--- src/rtl/uart_packet_engine.sv ---
// Packet layer between the UART controller and the memory port: parses framed
// write/read commands into byte-wide memory requests and returns ACK/NAK or read data.
module uart_packet_engine #(
  parameter int unsigned TIMEOUT_CYCLES = 32000,
  parameter logic [7:0]  SYNC_BYTE      = 8'hA5,
  parameter int unsigned ADDR_WIDTH     = 16
) (
  input  logic                  iClock,
  input  logic                  iReset_n,
  input  logic [7:0]            iRxByte,
  input  logic                  iRxReady,
  input  logic                  iRxError,
  output logic [7:0]            oTxByte,
  output logic                  oTxReady,
  input  logic                  iTxSent,
  output logic [ADDR_WIDTH-1:0] oMemAddr,
  output logic [7:0]            oMemWrData,
  output logic                  oMemWrEn,
  output logic                  oMemRdEn,
  input  logic                  iMemBusy,
  input  logic [7:0]            iMemRdData,
  input  logic                  iMemRdValid,
  output logic                  oBusy,
  output logic                  oPktDone,
  output logic [2:0]            oErrCode
);

  localparam logic [7:0] CmdWr = 8'h57;
  localparam logic [7:0] CmdRd = 8'h52;
  localparam logic [7:0] Ack   = 8'h06;
  localparam logic [7:0] Nak   = 8'h15;
  localparam int unsigned TW = $clog2(TIMEOUT_CYCLES + 1);
  localparam logic [TW-1:0] IdleMax = TW'(TIMEOUT_CYCLES - 1);

  typedef enum logic [3:0] {
    StIdle, StCmd, StAddrHi, StAddrLo, StLen, StWdata, StChk,
    StRdReq, StRdWait, StRdTx, StResp, StTxWait
  } state_e;

  state_e                r_state, w_state_d;
  logic                  r_is_wr, r_wr_en, r_tx_issued, r_ok;
  logic [ADDR_WIDTH-1:0] r_addr;
  logic [7:0]            r_wdata, r_xor, r_rd_xor, r_tx_byte;
  logic [8:0]            r_cnt;
  logic [2:0]            r_err;
  logic [TW-1:0]         r_idle_cnt;

  logic w_rx, w_rx_win, w_wr_acc, w_timeout, w_frame, w_overrun, w_cmd_ok;

  // A framing error on the same cycle as a byte discards the byte.
  assign w_rx      = iRxReady && !iRxError;
  assign w_rx_win  = (r_state >= StCmd) && (r_state <= StChk);
  assign w_wr_acc  = r_wr_en && !iMemBusy;
  assign w_timeout = w_rx_win && !iRxReady && (r_idle_cnt == IdleMax);
  assign w_frame   = w_rx_win && iRxError;
  assign w_overrun = w_rx && r_wr_en && !w_wr_acc && (r_state == StWdata || r_state == StChk);
  assign w_cmd_ok  = (iRxByte == CmdWr) || (iRxByte == CmdRd);

  always_ff @(posedge iClock or negedge iReset_n) begin
    if (!iReset_n) r_state <= StIdle;
    else           r_state <= w_state_d;
  end

  always_comb begin
    w_state_d = r_state;
    unique case (r_state)
      StIdle:   if (w_rx && iRxByte == SYNC_BYTE) w_state_d = StCmd;
      StCmd:    if (w_rx) w_state_d = w_cmd_ok ? StAddrHi : StResp;
      StAddrHi: if (w_rx) w_state_d = StAddrLo;
      StAddrLo: if (w_rx) w_state_d = StLen;
      StLen:    if (w_rx) w_state_d = r_is_wr ? StWdata : StChk;
      StWdata: begin
        if (w_rx) begin
          if (w_overrun)          w_state_d = StResp;
          else if (r_cnt == 9'd1) w_state_d = StChk;
        end
      end
      StChk: begin
        if (w_rx) begin
          if (!w_overrun && iRxByte == r_xor && !r_is_wr) w_state_d = StRdReq;
          else                                             w_state_d = StResp;
        end
      end
      StRdReq:  if (!iMemBusy) w_state_d = StRdWait;
      StRdWait: if (iMemRdValid) w_state_d = StRdTx;
      StRdTx:   if (r_tx_issued && iTxSent) w_state_d = (r_cnt == 9'd1) ? StResp : StRdReq;
      StResp:   w_state_d = StTxWait;
      StTxWait: if (iTxSent) w_state_d = StIdle;
      default:  w_state_d = StIdle;
    endcase
    if (w_frame || w_timeout) w_state_d = StIdle;
  end

  always_ff @(posedge iClock or negedge iReset_n) begin
    if (!iReset_n) begin
      r_is_wr     <= 1'b0;
      r_wr_en     <= 1'b0;
      r_tx_issued <= 1'b0;
      r_ok        <= 1'b0;
      r_addr      <= '0;
      r_wdata     <= 8'h00;
      r_xor       <= 8'h00;
      r_rd_xor    <= 8'h00;
      r_tx_byte   <= 8'h00;
      r_cnt       <= 9'd0;
      r_err       <= 3'd0;
      r_idle_cnt  <= '0;
    end else begin
      r_tx_issued <= (r_state == StRdTx) && (w_state_d == StRdTx);
      r_idle_cnt  <= (!w_rx_win || iRxReady) ? '0 : r_idle_cnt + TW'(1);
      // Write handshake runs independently of the parser so the last byte can land in CHK.
      if (w_wr_acc) begin
        r_wr_en <= 1'b0;
        r_addr  <= r_addr + ADDR_WIDTH'(1);
      end
      case (r_state)
        StIdle: begin
          if (w_rx && iRxByte == SYNC_BYTE) begin
            r_xor    <= 8'h00;
            r_rd_xor <= 8'h00;
            r_err    <= 3'd0;
            r_ok     <= 1'b0;
          end
        end
        StCmd: begin
          if (w_rx) begin
            r_xor   <= r_xor ^ iRxByte;
            r_is_wr <= (iRxByte == CmdWr);
            if (!w_cmd_ok) begin
              r_err     <= 3'd1;
              r_tx_byte <= Nak;
            end
          end
        end
        StAddrHi: if (w_rx) begin r_addr[15:8] <= iRxByte; r_xor <= r_xor ^ iRxByte; end
        StAddrLo: if (w_rx) begin r_addr[7:0]  <= iRxByte; r_xor <= r_xor ^ iRxByte; end
        StLen:    if (w_rx) begin r_cnt <= {iRxByte == 8'h00, iRxByte}; r_xor <= r_xor ^ iRxByte; end
        StWdata: begin
          if (w_overrun) begin
            r_wr_en   <= 1'b0;
            r_err     <= 3'd3;
            r_tx_byte <= Nak;
          end else if (w_rx) begin
            r_wdata <= iRxByte;
            r_wr_en <= 1'b1;
            r_xor   <= r_xor ^ iRxByte;
            r_cnt   <= r_cnt - 9'd1;
          end
        end
        StChk: begin
          if (w_overrun) begin
            r_wr_en   <= 1'b0;
            r_err     <= 3'd3;
            r_tx_byte <= Nak;
          end else if (w_rx) begin
            if (iRxByte != r_xor) begin
              r_err     <= 3'd2;
              r_tx_byte <= Nak;
            end else if (r_is_wr) begin
              r_tx_byte <= Ack;
              r_ok      <= 1'b1;
            end
          end
        end
        StRdWait: begin
          if (iMemRdValid) begin
            r_tx_byte <= iMemRdData;
            r_rd_xor  <= r_rd_xor ^ iMemRdData;
          end
        end
        StRdTx: begin
          if (r_tx_issued && iTxSent) begin
            r_addr <= r_addr + ADDR_WIDTH'(1);
            r_cnt  <= r_cnt - 9'd1;
            if (r_cnt == 9'd1) begin
              r_tx_byte <= r_rd_xor;
              r_ok      <= 1'b1;
            end
          end
        end
        default: ;
      endcase
      if (w_frame)   r_err <= 3'd5;
      if (w_timeout) r_err <= 3'd4;
    end
  end

  always_comb begin
    oBusy      = (r_state != StIdle);
    oTxReady   = (r_state == StResp) || (r_state == StRdTx && !r_tx_issued);
    oTxByte    = r_tx_byte;
    oMemRdEn   = (r_state == StRdReq);
    oMemWrEn   = r_wr_en;
    oMemWrData = r_wdata;
    oMemAddr   = r_addr;
    oPktDone   = (r_state == StTxWait) && iTxSent && r_ok;
    oErrCode   = r_err;
  end

endmodule

--- config.mk ---
export PLATFORM = sky130hd
export DESIGN_NAME = uart_packet_engine
export DESIGN_NICKNAME = d
export VERILOG_FILES = /design/src/rtl/uart_packet_engine.sv
export SDC_FILE = /design/constraint.sdc
export NUM_CORES = 1
export LEC_CHECK = 0
export CORE_ASPECT_RATIO = 1.1
export CORE_MARGIN = 2
export CORE_UTILIZATION = 45
export DETAILED_ROUTE_END_ITERATION = 12
export PLACE_DENSITY = 0.66
export REMOVE_ABC_BUFFERS = 1
export SYNTH_ARGS = -nofsm -noshare
export SYNTH_HDL_FRONTEND = slang
export SYNTH_SLANG_ARGS = --single-unit
--- constraint.sdc ---
create_clock -name iClock -period 4.15 [get_ports iClock]
set_input_delay 0.83 -clock iClock [delete_from_list [all_inputs] [get_ports iClock]]
set_output_delay 0.83 -clock iClock [all_outputs]
set_load 0.05 [all_outputs]
# After elaboration in Yosys (flattened, before gate mapping)
# Cells that the tools add are included.
[word_totals]
register_bits = 83
latch_bits = 0
mem_bits_rw = 0
romBits = 0
inputBits = 23
out_inout_bits = 40
elab_cells = 181
mem_count = 0
[op_classes]
n_addsub = 3
n_mul = 0
div_mod_pow = 0
n_lt_le_gt_ge = 2
n_eq_ne = 41
shift = 0
muxes = 71
bitwise = 3
n_reduce_logical = 48
[op_table]
columns = ["cell", "count"]
rows = [
  ["two-way mux 8 bit", 16],
  ["two-way mux 4 bit", 17],
  ["one-hot mux 4 bit (12 select lines)", 1],
  ["one-hot mux 8 bit (2 select lines)", 3],
  ["one-hot mux 8 bit (5 select lines)", 1],
  ["two-way mux 9 bit", 4],
  ["two-way mux 16 bit", 2],
  ["!= test 2 bit (second input constant)", 14],
  ["two-way mux 3 bit", 9],
  ["one-hot mux 9 bit (3 select lines)", 1],
  ["one-hot mux 8 bit (3 select lines)", 1],
  ["equality test 4 bit (second input constant)", 5],
  ["logical AND 1 bit", 17],
  ["adder 16 x 1 -> 16 bit (second input constant)", 1],
  ["equality test 4 x 3 -> 1 bit (second input constant)", 4],
  ["equality test 8 x 7 -> 1 bit (second input constant)", 2],
  ["!= test 4 bit (second input constant)", 4],
  ["bitwise XOR 8 bit", 2],
  ["adder 15 x 1 -> 15 bit (second input constant)", 1],
  ["equality test 15 bit (second input constant)", 1],
  ["two-way mux 15 bit", 1],
  ["one-hot mux 3 bit (4 select lines)", 1],
  ["two-way mux 1 bit", 11],
  ["equality test 9 x 1 -> 1 bit (second input constant)", 1],
  ["32 further kinds", 48],
]

# Logic depth before layout (Yosys ltp)
[depth]
word_depth = 14
depth_mapped = 8
ltp_nobuf = 6

# Worst setup path after synthesis
# No wires, ideal clock.
[synth_path]
path_type = "reg-to-output"
startpoint = "reg r_state[2]"
endpoint = "out oPktDone"
arrival_time_ns = 2.054
t_required_ns = 3.320
setup_slack_ns = 1.266
stages_incl_launch_ff = 5
path_buffers = 2
cell_sequence = "dfrtp_1 -> buf_4 -> buf_2 -> nand2b_1 -> nor3_1"
[synth_via]
elab_chain_cells = 3
[synth_lines]
columns = ["item", "line", "source"]
rows = [
  ["start, declared", "40", "state_e r_state, w_state_d;"],
  ["start signal, assigned", "60", "if (!iReset_n) r_state <= StIdle;"],
  ["start signal, assigned", "61", "else r_state <= w_state_d;"],
  ["equality test 4 bit", "196", "oPktDone = (r_state == StTxWait) && iTxSent && r_ok;"],
  ["logical AND 1 bit (2 in series)", "196", ""],
  ["end, declared", "24", "output logic oPktDone,"],
]
# No other way between the ends.

# Worst setup path in the final report
[layout_path]
startpoint = "reg r_state[2]"
endpoint = "out oMemRdEn"
[layout_via]
elab_chain_cells = 1
[layout_lines]
columns = ["item", "line", "source"]
rows = [
  ["equality test 4 x 3 -> 1 bit", "192", "oMemRdEn = (r_state == StRdReq);"],
  ["end, declared", "19", "output logic oMemRdEn,"],
]
# No other way between the ends.

==> metrics.txt <==
status=finished, final reports clean; mapped cell area=5330 um2; Worst Setup SP=r_state[2]; critical path type=reg -> out; worst flop-to-flop path startpoint=r_state[2]; #FFs+latches synth=83; Main synth FF type=dfrtp_1; CTS Buf Count=9; synthesized instance count=587; I/O pin cnt=63; Core Footprint=11500 um2; pre-CTS setup slack=793 ps; final worst slack=822 ps; Post-CTS Hold Buffers=0; die area=12700 um2; initial core utilization=0.464; CTS Root Cell=clkbuf_16; ANT nets after route=0; CTS tree=yes; Die W=108 um; CP Max Fanout=13; Slew Viols, Final=0; vias in the first global route=4670; Buffers on Ports=62; Worst Max-Slew Pin Slew=1150 ps; Area Overhead vs Synth=19.2%; Overflow after GRT=0; Vert. Die Dim=118 um; Async S/R FF share, synth=1.00; clock slew at reported path FFs=60 ps; Via density=6.08; Synth area leader=dfrtp_1; fin crit share=0.802; startpoint types=flop; R2R Setup Slk=1340 ps; clk buf depth=2; CP Capture Point=oMemRdEn; max-cap viol count=0; # rows=41; DR vias=4819; Resized cells post-CTS=0; H-Tree Depth=3; DRC violation total after the first TritonRoute iteration=293; worst skew pair latency=350 ps; setup_tns=0 ps; Max Clk Rate=0.300 GHz; critical path's largest stage delay=840 ps; CP arrival=2500 ps; largest net degree at the start of global routing=65; reg2reg end=oMemAddr[10]; pwr dens=697 nW/um2; share of layout cells above drive strength 1=0.0997; post-synthesis sequential area ratio=0.390; CTS Sinks=83; worst hold path class=reg -> reg; Pre-antenna DRT Iters=5; Worst Path Required=3320 ps; average cell area after synthesis=9.08 um2; RSZ-0062 raised after global routing=false; maximum vdd drop=0.000314 V; DR WL/cell=18.6 um; final hold vios=0; drt drc=0; Total GRT Usage=0.235; crit-path cells=buf_4 > nand2b_1 > nor2_1 > clkdlybuf4s50_1; Static Leakage=2.53 nW; post-synth top area share=0.390; Distinct cells, synth=73; final net count=664; first-pass GRT wire length=24.0 mm; Yosys Warn Count=0; post-layout minimum cycle time=3330 ps; post-DP HPWL=10.3 mm; endpoints failing setup=0; slowest CP cell=clkdlybuf4s50_1; EDFF count, synth=0; initial antenna violation count=0; Worst Reg2Reg Path Length in Cells=6; top cells by area, synth=dfrtp_1 39%, nor2_1 4.4%, o21ai_0 3.6%, mux2_2 3.2%, nand2_1 2.9%; final WL=14.8 mm; Slew HR=0.226; RD Place Congestion=0.930; skew final=6.33 ps; number of inserted diodes=0; Post-CTS Setup Repair Bufs=0; Worst setup EP type=output pin
[Yosys cell counts (all sizes together) (5+ instances only)]
| master | n |
|---|---|
| a211oi | 5 |
| a21o | 8 |
| a21oi | 30 |
| a22o | 7 |
| a22oi | 5 |
| a311o | 5 |
| a311oi | 5 |
| a31oi | 11 |
| and2 | 9 |
| and3 | 12 |
| and4 | 5 |
| buf | 29 |
| clkbuf | 10 |
| dfrtp | 83 |
| inv | 8 |
| mux2 | 15 |
| mux2i | 6 |
| nand2 | 41 |
| nand2b | 16 |
| nand3 | 18 |
| nand4 | 14 |
| nor2 | 62 |
| nor2b | 8 |
| nor3 | 15 |
| nor4 | 13 |
| o21a | 5 |
| o21ai | 41 |
| o2bb2ai | 9 |
| or3 | 5 |
| xnor2 | 15 |
| xor2 | 17 |
[cells by family after synthesis]
logic type	Yosys count	synth area share
buffers and inverters	47	0.0432
DFF	83	0.390
and+or+nand+nor	236	0.251
adders and majority gates	4	0.00939
muxes	21	0.0430
AOI/OAI and AO/OA	164	0.211
xor gates and xnor gates	32	0.0526
[worst min-delay path by stage]
stage | slack (ps) | start | endpoint | depth (start not counted)
2_1_floorplan | 450 | r_idle_cnt[0] | r_idle_cnt[0] | 1
3_3_place_gp | 470 | oErrCode[2] | oErrCode[2] | 1
3_5_place_dp | 480 | oErrCode[2] | oErrCode[2] | 1
4_1_cts | 490 | oErrCode[2] | oErrCode[2] | 1
5_1_grt | 510 | oErrCode[2] | oErrCode[2] | 1
6_report | 490 | oErrCode[2] | oErrCode[2] | 1
[registers in the layout, indices dropped and copies added (netlist names)]
name and flops:
oTxByte 8, r_xor 8, oMemAddr 16, oMemWrEn 1, r_idle_cnt 15, oErrCode 3
r_tx_issued 1, r_state 4, r_ok 1, r_cnt 9, r_rd_xor 8, oMemWrData 8
r_is_wr 1
[report_power, final]
| part | internal, mW | switching (mW) |
|---|---|---|
| registers | 1.08 | 0.314 |
| clock network | 0.483 | 0.339 |
| logic | 0.877 | 1.33 |
[cell type report]
type | instances | area [um2]
clock inverters | 4 | 50.0
repair buffers | 78 | 738
fillers | 1072 | 5140
well taps | 150 | 188
flip-flops and latches | 83 | 2080
clock buffers | 12 | 246
multi-input cells | 457 | 3020
inverters | 8 | 30.0
[layer usage]
metal  up-vias  global-route usage  share of wire
met3        21              0.0392          0.049
li1       2280                   -              -
met4         0              0.0737          0.017
met1      2372               0.323           0.45
met5         -                   0              0
met2       146               0.379           0.49
[metrics by stage]
step | std cells | hold WS [ps] | cell area (um2) | util | total power [mW]
2_1_floorplan | 548 | 455 | 5130 | - | 2.89
3_3_place_gp | 776 | 473 | 6050 | 0.527 | 3.57
3_5_place_dp | 776 | 480 | 6050 | 0.527 | 3.60
4_1_cts | 792 | 493 | 6350 | 0.553 | 4.43
5_1_grt | 792 | 509 | 6350 | 0.553 | 4.69
6_report | 792 | 488 | 6350 | 0.553 | 4.42
[cell usage in the layout, fill, tap and decap left out, types with 14 or more instances in the layout]
master / count
clkdlybuf4s50_1: 61
a21oi_1: 28
nor3_1: 15
nand2b_1: 16
dfrtp_1: 83
mux2_2: 15
xnor2_1: 15
nor2_1: 62
nand4_1: 14
buf_4: 17
xor2_1: 17
nand3_1: 18
nand2_1: 41
o21ai_0: 38
[worst max-delay path: cells and delay by family, from the launching register on]
kind,cells,cell delay [ps]
DFF,1,650
buffers and inverters,2,1120
and+or+nand+nor,2,380
(Power assumes the default switching activity.)
==> edit 1, RTL diff (same flow settings) <==
`TIMEOUT_CYCLES`: 32000 -> 128000.
--- a/src/rtl/uart_packet_engine.sv
+++ b/src/rtl/uart_packet_engine.sv
@@ -1,7 +1,7 @@
 // Packet layer between the UART controller and the memory port: parses framed
 // write/read commands into byte-wide memory requests and returns ACK/NAK or read data.
 module uart_packet_engine #(
-  parameter int unsigned TIMEOUT_CYCLES = 32000,
+  parameter int unsigned TIMEOUT_CYCLES = 128000,
   parameter logic [7:0]  SYNC_BYTE      = 8'hA5,
   parameter int unsigned ADDR_WIDTH     = 16
 ) (
Check against the original RTL: no difference found for any inputs over 10 cycles, from zero or initial values and one cycle with iReset_n low; that may be too few to reach the edited logic, so the function may still have changed.
==> edit 1 against the unedited design <==
- clock power grew 0.5%
- sequential cell count grew 2
- synthesized area grew 0.33%
- routed wire length grew 1.5%
- register-to-register slack lost 90 ps
- synthesized cell count grew 1.9%
- largest power group unchanged
- non-clock buffer count shrank 2
- power shrank 1.9%
- design area grew 0.49%
- worst setup slack lost 21 ps
- highest routed layer unchanged
==> edit 1: results (changes against the unedited design) <==
metric	value	unit	change
status	finished, final reports clean		
layout-drive-gt1-share	0.08756		-0.01213
num-nets-final	673		+1.4%
first_iter_violations	434		+48%
pre_cts_ws	666.9	ps	-126.3 ps
grtUsageMet3	0.04468		+0.005516
yosys-top-cells-count	85 x dfrtp_1, 57 x nor2_1, 56 x nand2_1, 33 x o21ai_0, 32 x a21oi_1		
yosysSeqAreaShare	0.3978		+0.008084
nFillCells	1071		-0.093%
synth.distinct_cells	70		-4.1%
hp-start	r_idle_cnt[0]		
worst-endpoint-arrival	2520	ps	+20 ps
wl_met3	862	um	+19%
critPathMaxFanout	7		-6
dp_hpwl	10.56	mm	+2.4%
grt_max_degree	86		+32%
grt_pass1_wl	24.74	mm	+3.2%
startpoint	iTxSent		
route.met2.wl	7.115	mm	-0.85%
largest_reg_flops	17		+1
track_usage	0.2450		+0.009863
fin_worst_skew	11.48	ps	+5.144 ps
vias	4878		+1.2%
worstMarginPinSlew	1096	ps	-57.43 ps
synth_area_leaders	dfrtp_1 40%, nor2_1 4.0%, nand2_1 3.9%		
edit 1: area by class of cell:
type,count,area [um^2],area share
repair buffers,76,723.2,0.1133
well taps,150,187.7,0.02941
clock inverters,7,73.82,0.01157
flip-flops and latches,85,2127,0.3333
clock buffers,9,225.2,0.03529
inverters,12,45.04,0.007057
multi-input cells,462,3000,0.4701
edit 1: metrics by stage:
step | utilization | cells | area (um^2) | power (mW)
2_1_floorplan | - | 559 | 5172 | 2.821
3_3_place_gp | 0.5270 | 785 | 6083 | 3.481
3_5_place_dp | 0.5270 | 785 | 6083 | 3.504
4_1_cts | 0.5530 | 801 | 6382 | 4.343
5_1_grt | 0.5530 | 801 | 6382 | 4.604
6_report | 0.5530 | 801 | 6382 | 4.341
edit 1: path summary, 6_finish.rpt:
kind	to	slack, ps	cells past startpoint
setup / recovery	oPktDone	800	4
hold / removal	r_idle_cnt[0]	480	1
setup reg to reg	oTxByte[5]	1250	6
hold reg to reg	r_idle_cnt[0]	480	1
max in group asynchronous	r_state[3]	2760	1
min in group asynchronous	r_cnt[1]	680	1
edit 1: logic make-up (layout without fill, tap and decap cells):
kind of cell | Yosys count | count (layout) | synth area share
XOR/XNOR | 40 | 40 | 0.06553
multiplexers | 20 | 20 | 0.04610
AO/OA/AOI/OAI | 161 | 161 | 0.2097
flip-flops | 85 | 85 | 0.3978
buffers and inverters | 51 | 104 | 0.04095
AND/OR/NAND/NOR | 237 | 237 | 0.2305
adder cells (fa/ha/maj) | 4 | 4 | 0.009361
edit 1: worst max-delay path, stage by stage:
cell and delay, ps:
clkdlybuf4s50_1 600, nand2_1 90, nor3_1 160, clkdlybuf4s50_1 830
==> edit 2, RTL diff (same flow settings) <==
Made on the original files. Reset style: synchronous (`iReset_n`), changed in 2 clocked blocks.
--- a/src/rtl/uart_packet_engine.sv
+++ b/src/rtl/uart_packet_engine.sv
@@ -56,7 +56,7 @@
   assign w_overrun = w_rx && r_wr_en && !w_wr_acc && (r_state == StWdata || r_state == StChk);
   assign w_cmd_ok  = (iRxByte == CmdWr) || (iRxByte == CmdRd);
 
-  always_ff @(posedge iClock or negedge iReset_n) begin
+  always_ff @(posedge iClock) begin
     if (!iReset_n) r_state <= StIdle;
     else           r_state <= w_state_d;
   end
@@ -91,7 +91,7 @@
     if (w_frame || w_timeout) w_state_d = StIdle;
   end
 
-  always_ff @(posedge iClock or negedge iReset_n) begin
+  always_ff @(posedge iClock) begin
     if (!iReset_n) begin
       r_is_wr     <= 1'b0;
       r_wr_en     <= 1'b0;
Behaviour: differs if iReset_n is asserted again (counterexample within 4 cycles, from zero or initial values and one cycle with iReset_n low); with iReset_n held inactive, the same outputs for 10 cycles.
==> edit 2 against the unedited design <==
- sequential cell count unchanged
- highest routed layer unchanged
- worst hold slack got worse by 32 ps
- utilization rose by 0.92 points
- die area is 3.7% lower
- worst setup slack got worse by 85 ps
- count of clock-buffer cells in the layout down 1
- design area shrank 2.6%
- synthesized cell count increased by 8.3%
- synthesized area fell by 3.9%
- critical path depth unchanged
- routed wire length fell by 3.8%
- first-iteration DRC count rose by 36%
Power is not compared: it rests on default switching activity, and its combinational part moved more than twofold at a synthesized area within 25%.
==> edit 2: results (changes against the unedited design) <==
metric	value	unit	change
yosysSeqAreaShare	0.3244		-0.06539
register_area	1662	um^2	-20%
clk_latency	330	ps	-20 ps
place_area	5844	um^2	-3.5%
synth-compound-area-share	0.2193		+0.008263
pre_cts_ws	719.4	ps	-73.86 ps
worstMarginPinSlew	716.2	ps	-437.3 ps
nFillCells	1039		-3.1%
synth.distinct_cells	79		+8.2%
layout-drive-gt1-share	0.1016		+0.001908
min_to	oTxByte[2]		
dp_hpwl	9.922	mm	-3.8%
synthMuxAreaShare	0.03981		-0.003153
cts_root_buffer	clkbuf_16		
drt_wl_total	14.19	mm	-3.8%
final_cells	836		+5.6%
critPathMaxFanout	6		-7
area_delta_synth_final	20.79	%	
reg2reg_to	oTxByte[3]		
clock_cell_area_share	0.05541		+0.008719
ys.flop_type	dfxtp_1		
startpoint	iTxSent		
multi_input_gates	503		+10%
fin_worst_skew	7.309	ps	+0.9775 ps
ys_async_sr_fraction	0		-1.000
first_iter_violations	399		+36%
inverters	9		+1
synthXorXnorAreaFrac	0.07523		+0.02264
fin_ws	737.5	ps	-84.60 ps
r2r-start	r_state[0]		
hp-start	oTxByte[2]		
vias	4929		+2.3%
grt_pass1_wl	23.07	mm	-3.8%
yosys-top-cells-count	85 x nor2_1, 83 x dfxtp_1, 54 x nand2_1, 41 x o21ai_0, 35 x a21oi_1		
clockBufferCount	11		-1
design_area	6187	um^2	-2.6%
synth_area_leaders	dfxtp_1 32%, nor2_1 6.2%, xor2_1 4.8%		
rrSetupSlack	1610	ps	+270 ps
grt_max_degree	31		-52%
final-nonclk-buf-share	0.1197		+0.003484
whs_path_depth	2		+1
cp-endpoint	oPktDone		
multi_input_area_share	0.5211		+0.04536
synthAdderAreaFrac	0.009770		+0.0003785
grt_pass1_vias	4675		+0.11%
num-nets-final	711		+7.1%
track_usage	0.2360		+0.0008289
status	finished, final reports clean		
gp_congestion	0.9164		-1.5%
[edit 2: changes by cell type after synthesis, moves of 11 or more]
cell,unedited run,this run
clkbuf_1,10,23
dfrtp_1,83,0
dfxtp_1,0,83
mux2_2,15,3
mux2i_1,6,17
nand2_1,41,54
nor2_1,62,85
xor2_1,17,28
[edit 2: critical path, stage by stage]
cell	delay (ps)
clkdlybuf4s50_1	580
nand2_1	80
nor3_1	230
clkdlybuf4s50_1	860
[edit 2: cells by family after synthesis]
family | after synthesis
buffers and inverters | 50
and+or+nand+nor | 272
AOI/OAI and AO/OA | 163
DFF | 83
xor gates and xnor gates | 44
adders and majority gates | 4
muxes | 20
[edit 2: layer usage]
metal	track usage	wire [um]	up-vias
li1	-	-	2405
met1	0.3042	6335	2335
met2	0.3901	6814	159
met3	0.04556	771	30
met4	0.09737	272	0
met5	0	0	-
